## config.mk

```make
export PLATFORM = sky130hd
export DESIGN_NAME = regfile_writeback_flat
export DESIGN_NICKNAME = d
export VERILOG_FILES = /design/src/rtl/regfile_writeback_if.sv /design/src/rtl/regfile_writeback.sv /design/src/flat_wrapper.sv
export SDC_FILE = /design/constraint.sdc
export NUM_CORES = 1
export LEC_CHECK = 0
export ABC_AREA = 1
export ABC_CLOCK_PERIOD_IN_PS = 8500
export CORE_ASPECT_RATIO = 1.5
export CORE_UTILIZATION = 45
export DETAILED_ROUTE_END_ITERATION = 12
export GPL_TIMING_DRIVEN = 0
export MAX_ROUTING_LAYER = met4
export PLACE_DENSITY_LB_ADDON = 0.15
export SLEW_MARGIN = 30
export SYNTH_ARGS = -nofsm -noshare
export SYNTH_HDL_FRONTEND = slang
export SYNTH_SLANG_ARGS = --single-unit
```

## constraint.sdc

```tcl
create_clock -name clk -period 8.5 [get_ports clk]
set_clock_uncertainty 0.2 [all_clocks]
set_input_delay 1.7 -clock clk [delete_from_list [all_inputs] [get_ports clk]]
set_output_delay 1.7 -clock clk [all_outputs]
set_load 0.05 [all_outputs]
```

## src/rtl/regfile_writeback_if.sv

```systemverilog
// Bundle between the two result producers, the write-back block and the
// register-file write port.
//
// Handshake: a producer raises <src>_valid with <src>_rd/<src>_data stable.
// The entry is transferred at the rising edge where valid && ready are both 1.
// Payload must be held unchanged while valid && !ready. ready is derived only
// from registered FIFO occupancy, never from same-cycle valid or pop activity.
interface regfile_writeback_if #(
  parameter int DATA_WIDTH    = 32,
  parameter int NUM_REGISTERS = 32
);
  localparam int AW = $clog2(NUM_REGISTERS);

  logic                     alu_valid;
  logic                     alu_ready;
  logic [AW-1:0]            alu_rd;
  logic [DATA_WIDTH-1:0]    alu_data;
  logic                     ld_valid;
  logic                     ld_ready;
  logic [AW-1:0]            ld_rd;
  logic [DATA_WIDTH-1:0]    ld_data;
  logic                     write;
  logic [AW-1:0]            reg_wr;
  logic [DATA_WIDTH-1:0]    data_in;
  logic [NUM_REGISTERS-1:0] busy;

  // Write-back block side: consumes results, drives the register file.
  modport slave (
    input  alu_valid, alu_rd, alu_data, ld_valid, ld_rd, ld_data,
    output alu_ready, ld_ready, write, reg_wr, data_in, busy
  );

  // Producer / environment side.
  modport master (
    output alu_valid, alu_rd, alu_data, ld_valid, ld_rd, ld_data,
    input  alu_ready, ld_ready, write, reg_wr, data_in, busy
  );
endinterface

```

## src/rtl/regfile_writeback.sv

```systemverilog
// Register-file write-back initiator: buffers ALU and load results in small
// per-source FIFOs, round-robins them onto the single write port, and reports
// which registers have writes still pending.
// Source index 0 is the ALU, index 1 is the load unit.
module regfile_writeback #(
  parameter int DATA_WIDTH    = 32,
  parameter int NUM_REGISTERS = 32,
  parameter int FIFO_DEPTH    = 2
) (
  input logic             clk,
  input logic             rst,
  regfile_writeback_if.slave bus
);
  localparam int AW = $clog2(NUM_REGISTERS);
  localparam int PW = $clog2(FIFO_DEPTH);
  localparam int CW = PW + 1;

  // Source-indexed views of the two producer ports
  logic [1:0]            in_valid;
  logic [AW-1:0]         in_rd   [2];
  logic [DATA_WIDTH-1:0] in_data [2];

  // FIFO storage and pointers; occupancy is the pointer difference
  logic [AW-1:0]         rd_mem_q   [2][FIFO_DEPTH];
  logic [DATA_WIDTH-1:0] data_mem_q [2][FIFO_DEPTH];
  logic [CW-1:0]         wptr_q [2];
  logic [CW-1:0]         wptr_d [2];
  logic [CW-1:0]         rptr_q [2];
  logic [CW-1:0]         rptr_d [2];
  logic [CW-1:0]         count  [2];
  logic [1:0]            ready;
  logic [1:0]            push;
  logic [1:0]            pop;
  logic [1:0]            nonempty;

  // Arbitration and output registers; rr_ld_q=1 means load wins a tie
  logic                     rr_ld_q, rr_ld_d;
  logic                     gsel;
  logic [AW-1:0]            head_rd;
  logic [DATA_WIDTH-1:0]    head_data;
  logic                     write_q, write_d;
  logic [AW-1:0]            reg_wr_q, reg_wr_d;
  logic [DATA_WIDTH-1:0]    data_q, data_d;
  logic [NUM_REGISTERS-1:0] busy_v;
  logic [PW-1:0]            slot;

  assign in_valid   = {bus.ld_valid, bus.alu_valid};
  assign in_rd[0]   = bus.alu_rd;
  assign in_rd[1]   = bus.ld_rd;
  assign in_data[0] = bus.alu_data;
  assign in_data[1] = bus.ld_data;

  assign bus.alu_ready = ready[0];
  assign bus.ld_ready  = ready[1];
  assign bus.write     = write_q;
  assign bus.reg_wr    = reg_wr_q;
  assign bus.data_in   = data_q;
  assign bus.busy      = busy_v;

  // Occupancy, ready (registered occupancy only, masked during reset) and push
  always_comb begin
    for (int s = 0; s < 2; s++) begin
      count[s]    = wptr_q[s] - rptr_q[s];
      nonempty[s] = (count[s] != '0);
      ready[s]    = !rst && (count[s] < CW'(FIFO_DEPTH));
      push[s]     = in_valid[s] && ready[s];
    end
  end

  // Round-robin grant on the FIFO heads; a lone non-empty source always wins
  always_comb begin
    pop = 2'b00;
    if (nonempty[0] && nonempty[1]) begin
      if (rr_ld_q) pop[1] = 1'b1;
      else         pop[0] = 1'b1;
    end else begin
      pop = nonempty;
    end
    gsel      = pop[1];
    head_rd   = rd_mem_q[gsel][rptr_q[gsel][PW-1:0]];
    head_data = data_mem_q[gsel][rptr_q[gsel][PW-1:0]];
  end

  // Next state: pointers, tie-break pointer and the write-port registers
  always_comb begin
    for (int s = 0; s < 2; s++) begin
      wptr_d[s] = wptr_q[s] + CW'(push[s]);
      rptr_d[s] = rptr_q[s] + CW'(pop[s]);
    end
    rr_ld_d  = rr_ld_q;
    write_d  = 1'b0;
    reg_wr_d = reg_wr_q;
    data_d   = data_q;
    if (pop[0]) rr_ld_d = 1'b1;
    if (pop[1]) rr_ld_d = 1'b0;
    if (pop != 2'b00) begin
      // x0 entries use the slot but never reach the register file
      write_d  = (head_rd != '0);
      reg_wr_d = head_rd;
      data_d   = head_data;
    end
  end

  // Pending-write vector: every live FIFO entry plus the write being driven
  always_comb begin
    busy_v = '0;
    slot   = '0;
    for (int s = 0; s < 2; s++) begin
      for (int k = 0; k < FIFO_DEPTH; k++) begin
        slot = rptr_q[s][PW-1:0] + PW'(k);
        if (CW'(k) < count[s]) busy_v[rd_mem_q[s][slot]] = 1'b1;
      end
    end
    if (write_q) busy_v[reg_wr_q] = 1'b1;
    busy_v[0] = 1'b0;
  end

  // Control state register with synchronous reset discarding queued entries
  always_ff @(posedge clk) begin
    if (rst) begin
      for (int s = 0; s < 2; s++) begin
        wptr_q[s] <= '0;
        rptr_q[s] <= '0;
      end
      rr_ld_q  <= 1'b1;
      write_q  <= 1'b0;
      reg_wr_q <= '0;
      data_q   <= '0;
    end else begin
      for (int s = 0; s < 2; s++) begin
        wptr_q[s] <= wptr_d[s];
        rptr_q[s] <= rptr_d[s];
      end
      rr_ld_q  <= rr_ld_d;
      write_q  <= write_d;
      reg_wr_q <= reg_wr_d;
      data_q   <= data_d;
    end
  end

  // FIFO storage write on accepted handshakes
  always_ff @(posedge clk) begin
    for (int s = 0; s < 2; s++) begin
      if (push[s]) begin
        rd_mem_q[s][wptr_q[s][PW-1:0]]   <= in_rd[s];
        data_mem_q[s][wptr_q[s][PW-1:0]] <= in_data[s];
      end
    end
  end
endmodule

```

## src/flat_wrapper.sv

```systemverilog
// flat-port wrapper written by rule: the top's interface ports become plain ports
module regfile_writeback_flat 
#(
  parameter int DATA_WIDTH    = 32,
  parameter int NUM_REGISTERS = 32,
  parameter int FIFO_DEPTH    = 2
)
  (clk, rst, bus_alu_valid, bus_alu_rd, bus_alu_data, bus_ld_valid, bus_ld_rd, bus_ld_data, bus_alu_ready, bus_ld_ready, bus_write, bus_reg_wr, bus_data_in, bus_busy);
  regfile_writeback_if #(.DATA_WIDTH(DATA_WIDTH), .NUM_REGISTERS(NUM_REGISTERS)) bus_i ();
  input logic clk;
  input logic rst;
  input wire logic [$bits(bus_i.alu_valid)-1:0] bus_alu_valid;
  input wire logic [$bits(bus_i.alu_rd)-1:0] bus_alu_rd;
  input wire logic [$bits(bus_i.alu_data)-1:0] bus_alu_data;
  input wire logic [$bits(bus_i.ld_valid)-1:0] bus_ld_valid;
  input wire logic [$bits(bus_i.ld_rd)-1:0] bus_ld_rd;
  input wire logic [$bits(bus_i.ld_data)-1:0] bus_ld_data;
  output wire logic [$bits(bus_i.alu_ready)-1:0] bus_alu_ready;
  output wire logic [$bits(bus_i.ld_ready)-1:0] bus_ld_ready;
  output wire logic [$bits(bus_i.write)-1:0] bus_write;
  output wire logic [$bits(bus_i.reg_wr)-1:0] bus_reg_wr;
  output wire logic [$bits(bus_i.data_in)-1:0] bus_data_in;
  output wire logic [$bits(bus_i.busy)-1:0] bus_busy;
  assign bus_i.alu_valid = bus_alu_valid;
  assign bus_i.alu_rd = bus_alu_rd;
  assign bus_i.alu_data = bus_alu_data;
  assign bus_i.ld_valid = bus_ld_valid;
  assign bus_i.ld_rd = bus_ld_rd;
  assign bus_i.ld_data = bus_ld_data;
  assign bus_alu_ready = bus_i.alu_ready;
  assign bus_ld_ready = bus_i.ld_ready;
  assign bus_write = bus_i.write;
  assign bus_reg_wr = bus_i.reg_wr;
  assign bus_data_in = bus_i.data_in;
  assign bus_busy = bus_i.busy;
  regfile_writeback #(.DATA_WIDTH(DATA_WIDTH), .NUM_REGISTERS(NUM_REGISTERS), .FIFO_DEPTH(FIFO_DEPTH)) u_core (.clk(clk), .rst(rst), .bus(bus_i));
endmodule
```

# After elaboration in Yosys (flattened, before gate mapping)
# Memories as Yosys holds them, arrays and structs flattened.
# Cells that the tools add are included.
# word_totals
romBits	0
reg_bits	39
ram_bits	156
memories	4
wordCells	134
latchBits	0
# op_classes
div	0
n_mul	0
bitwise	16
n_eq_ne	0
n_mux	59
magnitude_cmp	25
add_sub_neg	8
n_reduce_logical	18
shift	0
# memory_table
memory	words	word_bits	read_ports	rd_clocked_by_memory_dff	wr	line	text
u_core.data_mem_q	2	64	1	0	2	regfile_writeback.sv:25	logic [DATA_WIDTH-1:0] data_mem_q [2][FIFO_DEPTH];
u_core.rd_mem_q	2	10	3	0	2	regfile_writeback.sv:24	logic [AW-1:0] rd_mem_q [2][FIFO_DEPTH];
u_core.rptr_q	2	2	3	0	2	regfile_writeback.sv:28	logic [CW-1:0] rptr_q [2];
u_core.wptr_q	2	2	2	0	2	regfile_writeback.sv:26	logic [CW-1:0] wptr_q [2];
# op_table
operator	count
$mux 32	10
$mux 64	2
$or 32x32->32	4
$mux 5	17
$demux 32 s1	2
$lt 5x6->1 const B	5
$demux 1 s5	5
$ge 5x1->1 const B	5
$mux 10	2
$ge 2x2->1 const B	7
$mux 1	14
$not 1->2	7
$logic_and 1x1->1	12
$demux 5 s1	2
$mux 2	5
$add 2x1->2	4
$lt 1x2->1 const A	4
$reduce_bool 2->1	3
$reduce_bool 5->1	1
$lt 2x1->1 const B	2
$lt 2x2->1 const B	2
$or 1x1->1	4
$sub 2x2->2	2
$add 1x1->1 const B	2
other kinds (3)	3

# Depth between registers and ports, before layout
# Gate-level depths: netlist of run 1.
# An unclocked memory read counts as a cell.
# logic_depth
word_depth	18
mapped_depth	16

# Worst setup path before layout of run 1
# Ideal clock, no wire load.
# synth_path
kind	input port to output port
start	input rst
end	output bus_alu_ready
path_buffers	1
cell_stages	2
arrival_ns	2.560
slack_ns	4.040
path_cell_list	clkbuf_1 -> nor2_1
# synth_between
elab_chain_cells	2
# synth_lines
element	line	text
start: declaration	flat_wrapper.sv:11	input logic rst;
$logic_not 1->1	regfile_writeback.sv:65	ready[s] = !rst && (count[s] < CW'(FIFO_DEPTH));
$logic_and 1x1->1	regfile_writeback.sv:65	
end: declaration	flat_wrapper.sv:18	output wire logic [$bits(bus_i.alu_ready)-1:0] bus_alu_ready;
# Every way passes these cells.

# Final worst setup path of run 1
# Same ends and word-level chain as after synthesis.

==> results of run 1 <==
[cell usage after synthesis (2+ instances only)]
cell type    n  area (µm²)
buf_6       10       112.6
o21ai_1      5       25.02
o2111ai_1   23       201.4
or2_2       10       62.56
nor3_1      11       55.05
nand4_1      5       31.28
buf_2       19       95.09
a21oi_1      3       15.01
nand3_2      3       30.03
nand3_1    121       605.6
nand2_2      4       25.02
nor3b_1      2       15.01
buf_4        5       37.54
inv_1       57       214.0
nor2_1      55       206.5
xnor2_1      5       43.79
o211ai_1     2       15.01
or2_1        4       25.02
ha_1         8       100.1
edfxtp_1   148        4444
nor4_1       2       12.51
dfxtp_1     47       940.9
nor3_2       5       50.05
nand2_1    319        1197
o21ai_2      2       17.52
inv_2        4       15.01
a22oi_1     33       247.7
clkbuf_1     2       7.510
o21ai_0     15       75.07
[state kept, by name, summed over array words and instances (netlist names)]
register,cells
u_core.bus.reg_wr,5
u_core.data_mem_q,128
u_core.bus.write,1
u_core.rr_ld_q,1
u_core.rd_mem_q,20
u_core.wptr_q,4
u_core.bus.data_in,32
u_core.rptr_q,4
[cell type report]
cell class                 instances  area, µm²  area share, %
sequential                       195       5385          47.00
multi-input combinational        645       3194          27.88
tap                              260      325.3          2.839
clock inverter                    13      110.1         0.9610
timing repair buffer             151       1524          13.30
clock buffer                      19      432.9          3.779
inverter                          61      229.0          1.998
buffer                            37      256.5          2.239
[worst register-to-register path: cells and delay by family (launching register included)]
kind / cells / cell delay, ns
adders and majority gates: 2 / 0.88
and+or+nand+nor: 3 / 0.84
DFF: 1 / 0.53
buffers and inverters: 1 / 0.05
[worst paths after layout]
path                                          to                           startpoint  slack [ns]
min          u_core.bus.data_in[19]$_SDFFE_PP0N_  u_core.bus.data_in[19]$_SDFFE_PP0N_        0.25
min reg2reg  u_core.bus.data_in[19]$_SDFFE_PP0N_  u_core.bus.data_in[19]$_SDFFE_PP0N_        0.25
max reg2reg    u_core.data_mem_q[1][2]$_DFFE_PP_       u_core.rptr_q[1][0]$_SDFF_PP0_        5.59
max                                bus_alu_ready                                  rst        3.05
[cell families (layout without fill, tap and decap cells)]
group	Yosys count	in the layout
other cells	1	1
mux	1	1
flops	195	195
fa+ha+maj	8	8
xor+xnor	6	6
compound gates	85	85
simple gates	544	544
buf+inv	98	281
[stage by stage]
step           instances  hold WS (ns)
6_report            1381        0.2507
4_1_cts             1381        0.2540
5_1_grt             1381        0.2713
3_3_place_gp        1346        0.2383
3_5_place_dp        1349        0.2397
2_1_floorplan        938        0.3027
[layer usage]
| layer | wire length, µm | part of all wire (%) | vias up |
|---|---|---|---|
| li1 | - | - | 3568 |
| met1 | 10270 | 36 | 3519 |
| met2 | 15920 | 56 | 224 |
| met3 | 797 | 2.8 | 67 |
| met4 | 1542 | 5.4 | 0 |
| met5 | 0 | 0 | - |
[power by group]
| group | leakage [nW] | switching (mW) | internal (mW) | total (mW) |
|---|---|---|---|---|
| clock | 0.259 | 0.336 | 0.402 | 0.738 |
| sequential | 1.74 | 0.0776 | 1.19 | 1.27 |
| combinational | 2.35 | 1.68 | 0.729 | 2.41 |
==> metrics.csv, run 1 <==
metric,value,unit
input/output buffers,148,
via density per instance,5.343,
Synth async-reset ratio,0,%
H-tree depth,4,
dpl ws,3.020,ns
worst path bufs/invs,3,
IR Drop Worst-Case VDD,0.2222,mV
period utilisation layout,64.09,%
DRC viols,0,
Pwr Density,385.2,mW/mm²
antenna violations before repair,0,
max cap viols,0,
Inserted Diodes,0,
Worst EP required,6.60,ns
Avg Inst Size Synth,9.595,µm²
slowest CP cell,clkdlybuf4s50_1,
hold crit path type,reg2reg,
Tmin final,5.448,ns
adder-cell share of the synthesized area,1.112,%
Syn-to-layout area delta,27.30,%
Core Rows,63,
largest net degree at the start of global routing,39,
CP Class,in2out,
Cell variety after synth,38,
routability cong.,0.9605,
GRT Overall Usage,29.55,%
syn_nets,1024,
largest family of logic cells by synthesized area,simple AND/OR/NAND/NOR gates,
first-pass GRT wire length,43.17,mm
Worst setup SP type,primary input,
worst hold path depth,2,
"flops & latches, synth",195,
grt total ovfl,0,
"Clk Latency, worst-skew pair",0.43,ns
# Post-CTS Setup Buffers,0,
"commonest cells after routing, fill and taps aside","nand2_1, clkdlybuf4s50_1, edfxtp_1, nand3_1, inv_1",
Setup TNS,0,ns
Die Ht,175.2,µm
vias in the first global route,7425,
filler cell count,1760,
unrepaired setup endpoints after global routing,no,
Post-DP Area,0.01091,mm²
post-synthesis compound-gate area fraction,6.854,%
routed wire length,28.53,mm
Leak,4.349,nW
CTS tree,done,
Post-Syn Area,0.009000,mm²
R2R depth,6,
CTS buffer count,17,
Initial Utilization,45.67,%
simple-gate share of the synthesized area,26.07,%
Starting DRT DRC Count,427,
ANT nets after route,0,
clock root cell,clkbuf_16,
Setup-failing EPs final,0,
fin area,0.01146,mm²
Crit path largest cell delay,0.71,ns
number of synthesis warnings,0,
hold_buf cts,0,
CP Max Fanout,10,
boundary pin count,150,
Power Total,4.414,mW
HPWL after DPL,21.35,mm
Final nets,1194,
Resized Gates After CTS,0,
Mapped Cells,938,
Worst setup EP type,primary output,
outcome,finished clean,
Top delay family on crit path,buffers and inverters,
clock sinks,195,
GR Layer Usage met3,3.949,%
Worst slew margin,34.26,%
Post-synth EDFFs,148,
register area share after synthesis,59.84,%
Worst-Margin Slew,0.9786,ns
FMAX,183.6,MHz
met2 usage in global routing,54.88,%
mux share of post-synthesis cell area,0.1112,%
iteration count of the initial detailed-routing pass,5,
WP depth,4,
"Core Util, Final",58.14,%
Max Slew Vio Count,0,
clk buf depth,2,
DR WL/cell,20.66,µm
"Hold Violations, Final",0,
area of the core,0.01971,mm²
Total Die Area,0.02058,mm²
clock slew at reported path FFs,0.06,ns
"Top FF cell, synth",edfxtp_1,
worst setup margin,3.052,ns
XOR/XNOR Fraction of Synth Area,0.5839,%
Critical Path Most Common Cell,clkdlybuf4s50_1,
met1 Resource Use GR,29.18,%
routed via count,7378,
worst-path cell chain,clkdlybuf4s50_1 -> clkbuf_1 -> nor2_1 -> clkdlybuf4s50_1,
gr busiest metal,met2,
layout cells sized above 1,9.188,%
Worst EP arrival,3.55,ns
die width,117.5,µm
"most common cell after layout, fill and taps aside",nand2_1,
No activity file was read; power rests on OpenSTA's default activity.
==> run 2, diff against run 1 <==
Settings changed: ABC_CLOCK_PERIOD_IN_PS 8500 to 4500.
Clock period 8.5 ns to 4.5 ns, I/O delays scaled along.
==> run 2 against run 1 <==
Sequential power grew 88%. Die area is the same. Flip-flop and latch count is the same. Non-clock buffer count is the same. Setup slack lost 2.9 ns. Register-to-register slack lost 4.0 ns. Final cell count is the same. Largest power group unchanged.
==> metrics.csv, run 2 (synthesized netlist as in run 1, its figures left out) <==
metric,value,unit,change
routability cong.,0.9605,,unchanged
Total Die Area,0.02058,mm²,unchanged
hold crit path type,reg2reg,,unchanged
filler cell count,1759,,was 1760
Worst R2R Start,u_core.rptr_q[1][0]$_SDFF_PP0_,,unchanged
Worst setup SP type,flop,,was primary input
DR WL/cell,20.76,µm,was 20.66 µm
via density per instance,5.356,,was 5.343
clock slew at reported path FFs,0.07,ns,was 0.06 ns
vias in the first global route,7440,,was 7425
antenna violations before repair,0,,unchanged
"Hold Violations, Final",0,,unchanged
DRC viols,0,,unchanged
period utilisation layout,96.13,%,
"Clk Latency, worst-skew pair",0.43,ns,about the same
"commonest cells after routing, fill and taps aside","nand2_1, edfxtp_1, nand3_1, clkdlybuf4s50_1, inv_1",,"was nand2_1, clkdlybuf4s50_1, edfxtp_1, nand3_1, inv_1"
Tmin final,4.326,ns,
grt total ovfl,0,,unchanged
R2R depth,6,,unchanged
Final nets,1194,,unchanged
die width,117.5,µm,unchanged
Multi-input gate area,0.003227,mm²,was 0.003194 mm²
unrepaired setup endpoints after global routing,no,,unchanged
Worst-Margin Slew,1.072,ns,was 0.9786 ns
worst hold path depth,2,,unchanged
Starting DRT DRC Count,415,,was 427
Die Ht,175.2,µm,unchanged
Worst EP required,3.40,ns,was 6.60 ns
dpl ws,0.3680,ns,was 3.020 ns
Worst Setup EP,bus_busy[3],,was bus_alu_ready
"most common cell after layout, fill and taps aside",nand2_1,,unchanged
Crit Reg-Reg Endpoint,u_core.data_mem_q[1][9]$_DFFE_PP_,,was u_core.data_mem_q[1][2]$_DFFE_PP_
fin area,0.01150,mm²,was 0.01146 mm²
register area,0.005385,mm²,unchanged
Min-Delay Startpoint,u_core.bus.data_in[19]$_SDFFE_PP0N_,,unchanged
layout cells sized above 1,9.902,%,was 9.188%
CTS tree,done,,unchanged
FMAX,231.2,MHz,
routed wire length,28.67,mm,was 28.53 mm
Worst slew margin,28.00,%,was 34.26%
clock sinks,195,,unchanged
iteration count of the initial detailed-routing pass,5,,unchanged
area of the core,0.01971,mm²,unchanged
Setup crit start,u_core.rptr_q[1][0]$_SDFF_PP0_,,was rst
max cap viols,0,,unchanged
H-tree depth,4,,unchanged
clock root cell,clkbuf_16,,unchanged
Max Slew Vio Count,0,,unchanged
CP Class,reg2out,,was in2out
IR Drop Worst-Case VDD,0.4189,mV,was 0.2222 mV
Initial Utilization,45.67,%,unchanged
CP Max Fanout,9,,was 10
routed via count,7396,,was 7378
Setup TNS,0,ns,unchanged
Leak,4.735,nW,was 4.349 nW
Worst EP arrival,3.23,ns,was 3.55 ns
worst setup margin,0.1743,ns,was 3.052 ns
boundary pin count,150,,unchanged
first-pass GRT wire length,43.25,mm,was 43.17 mm
Pwr Density,725.3,mW/mm²,was 385.2 mW/mm²
clk buf depth,2,,unchanged
Core Rows,63,,unchanged
GRT Overall Usage,29.61,%,was 29.55%
largest net degree at the start of global routing,39,,unchanged
Post-DP Area,0.01091,mm²,unchanged
Syn-to-layout area delta,27.82,%,was 27.30%
Setup-failing EPs final,0,,unchanged
HPWL after DPL,21.35,mm,unchanged
max reg flops,128,,unchanged
outcome,finished clean,,unchanged
input/output buffers,148,,unchanged
Power Total,8.343,mW,was 4.414 mW
r2r setup slk,1.59,ns,was 5.59 ns
CTS buffer count,17,,unchanged
ANT nets after route,0,,unchanged
Inserted Diodes,0,,unchanged
Worst setup EP type,primary output,,unchanged
## run 2: cell count changes in the layout (fill, tap and decap cells not counted)
| cell | before | now |
|---|---|---|
| clkbuf_2 | 0 | 5 |
| clkdlybuf4s50_1 | 148 | 117 |
| nor2_1 | 55 | 52 |
| o21ai_0 | 15 | 14 |
| nor2_2 | 1 | 4 |
| dlymetal6s2s_1 | 0 | 19 |
| o21ai_1 | 5 | 6 |
| nor3_4 | 0 | 4 |
| nor3_2 | 8 | 4 |
| dlygate4sd2_1 | 0 | 7 |
## run 2: timing repair
| item | in CTS | in global routing |
|---|---|---|
| hold buffers | 0 | 0 |
| setup endpoints to repair | 15 | 24 |
| setup buffers | 0 | 0 |
| gates resized for setup | 15 | 34 |
| pin swaps | 0 | 0 |
## run 2: worst min path at each step
stage,end,slack (ns)
global placement,u_core.bus.data_in[0]$_SDFFE_PP0N_,0.24
CTS,u_core.bus.data_in[16]$_SDFFE_PP0N_,0.25
floorplan,u_core.rr_ld_q$_SDFFE_PP1N_,0.30
finish,u_core.bus.data_in[19]$_SDFFE_PP0N_,0.25
global route,u_core.bus.data_in[21]$_SDFFE_PP0N_,0.27
detailed placement,u_core.bus.data_in[16]$_SDFFE_PP0N_,0.24
## run 2: area by class of cell
type                       count  share of cell area, %
buffer                        37                  2.230
tap                          260                  2.828
inverter                      61                  1.990
multi-input combinational    645                  28.05
clock inverter                13                 0.9572
clock buffer                  19                  3.763
sequential                   195                  46.81
timing repair buffer         151                  13.37
## run 2: routing by layer
metal	GRT usage (%)	part of all wire, %
met3	4.145	3.1
met1	29.20	36
met4	16.67	5.2
met5	-	0
met2	55.30	56
## run 2: where the power goes
part           switching, mW  internal (mW)  total (mW)  leakage (nW)
Clock                  0.639          0.760        1.40         0.259
Sequential             0.146           2.24        2.39          1.74
Combinational           3.20           1.36        4.55          2.73
Total                   3.98           4.36        8.34          4.74
## run 2: stage by stage
| stage | cells | utilization, % | hold WS, ns |
|---|---|---|---|
| final | 1381 | 58.37 | 0.2508 |
| after global routing | 1381 | 58.37 | 0.2713 |
| after CTS | 1381 | 58.13 | 0.2540 |
| after detailed placement | 1349 | 55.38 | 0.2397 |
| after global placement | 1346 | 54.84 | 0.2383 |
| after floorplan | 938 | - | 0.3027 |
## run 2: worst max-delay path, cell delays in order (launching register included)
cell and delay [ns]:
dfxtp_1 0.52, inv_2 0.11, or2_2 0.28, o21ai_0 0.20, inv_1 0.11, nor2_1 0.12, inv_1 0.06, nor2_1 0.53
a22oi_1 0.15, o2111ai_1 0.13, dlygate4sd2_1 0.58
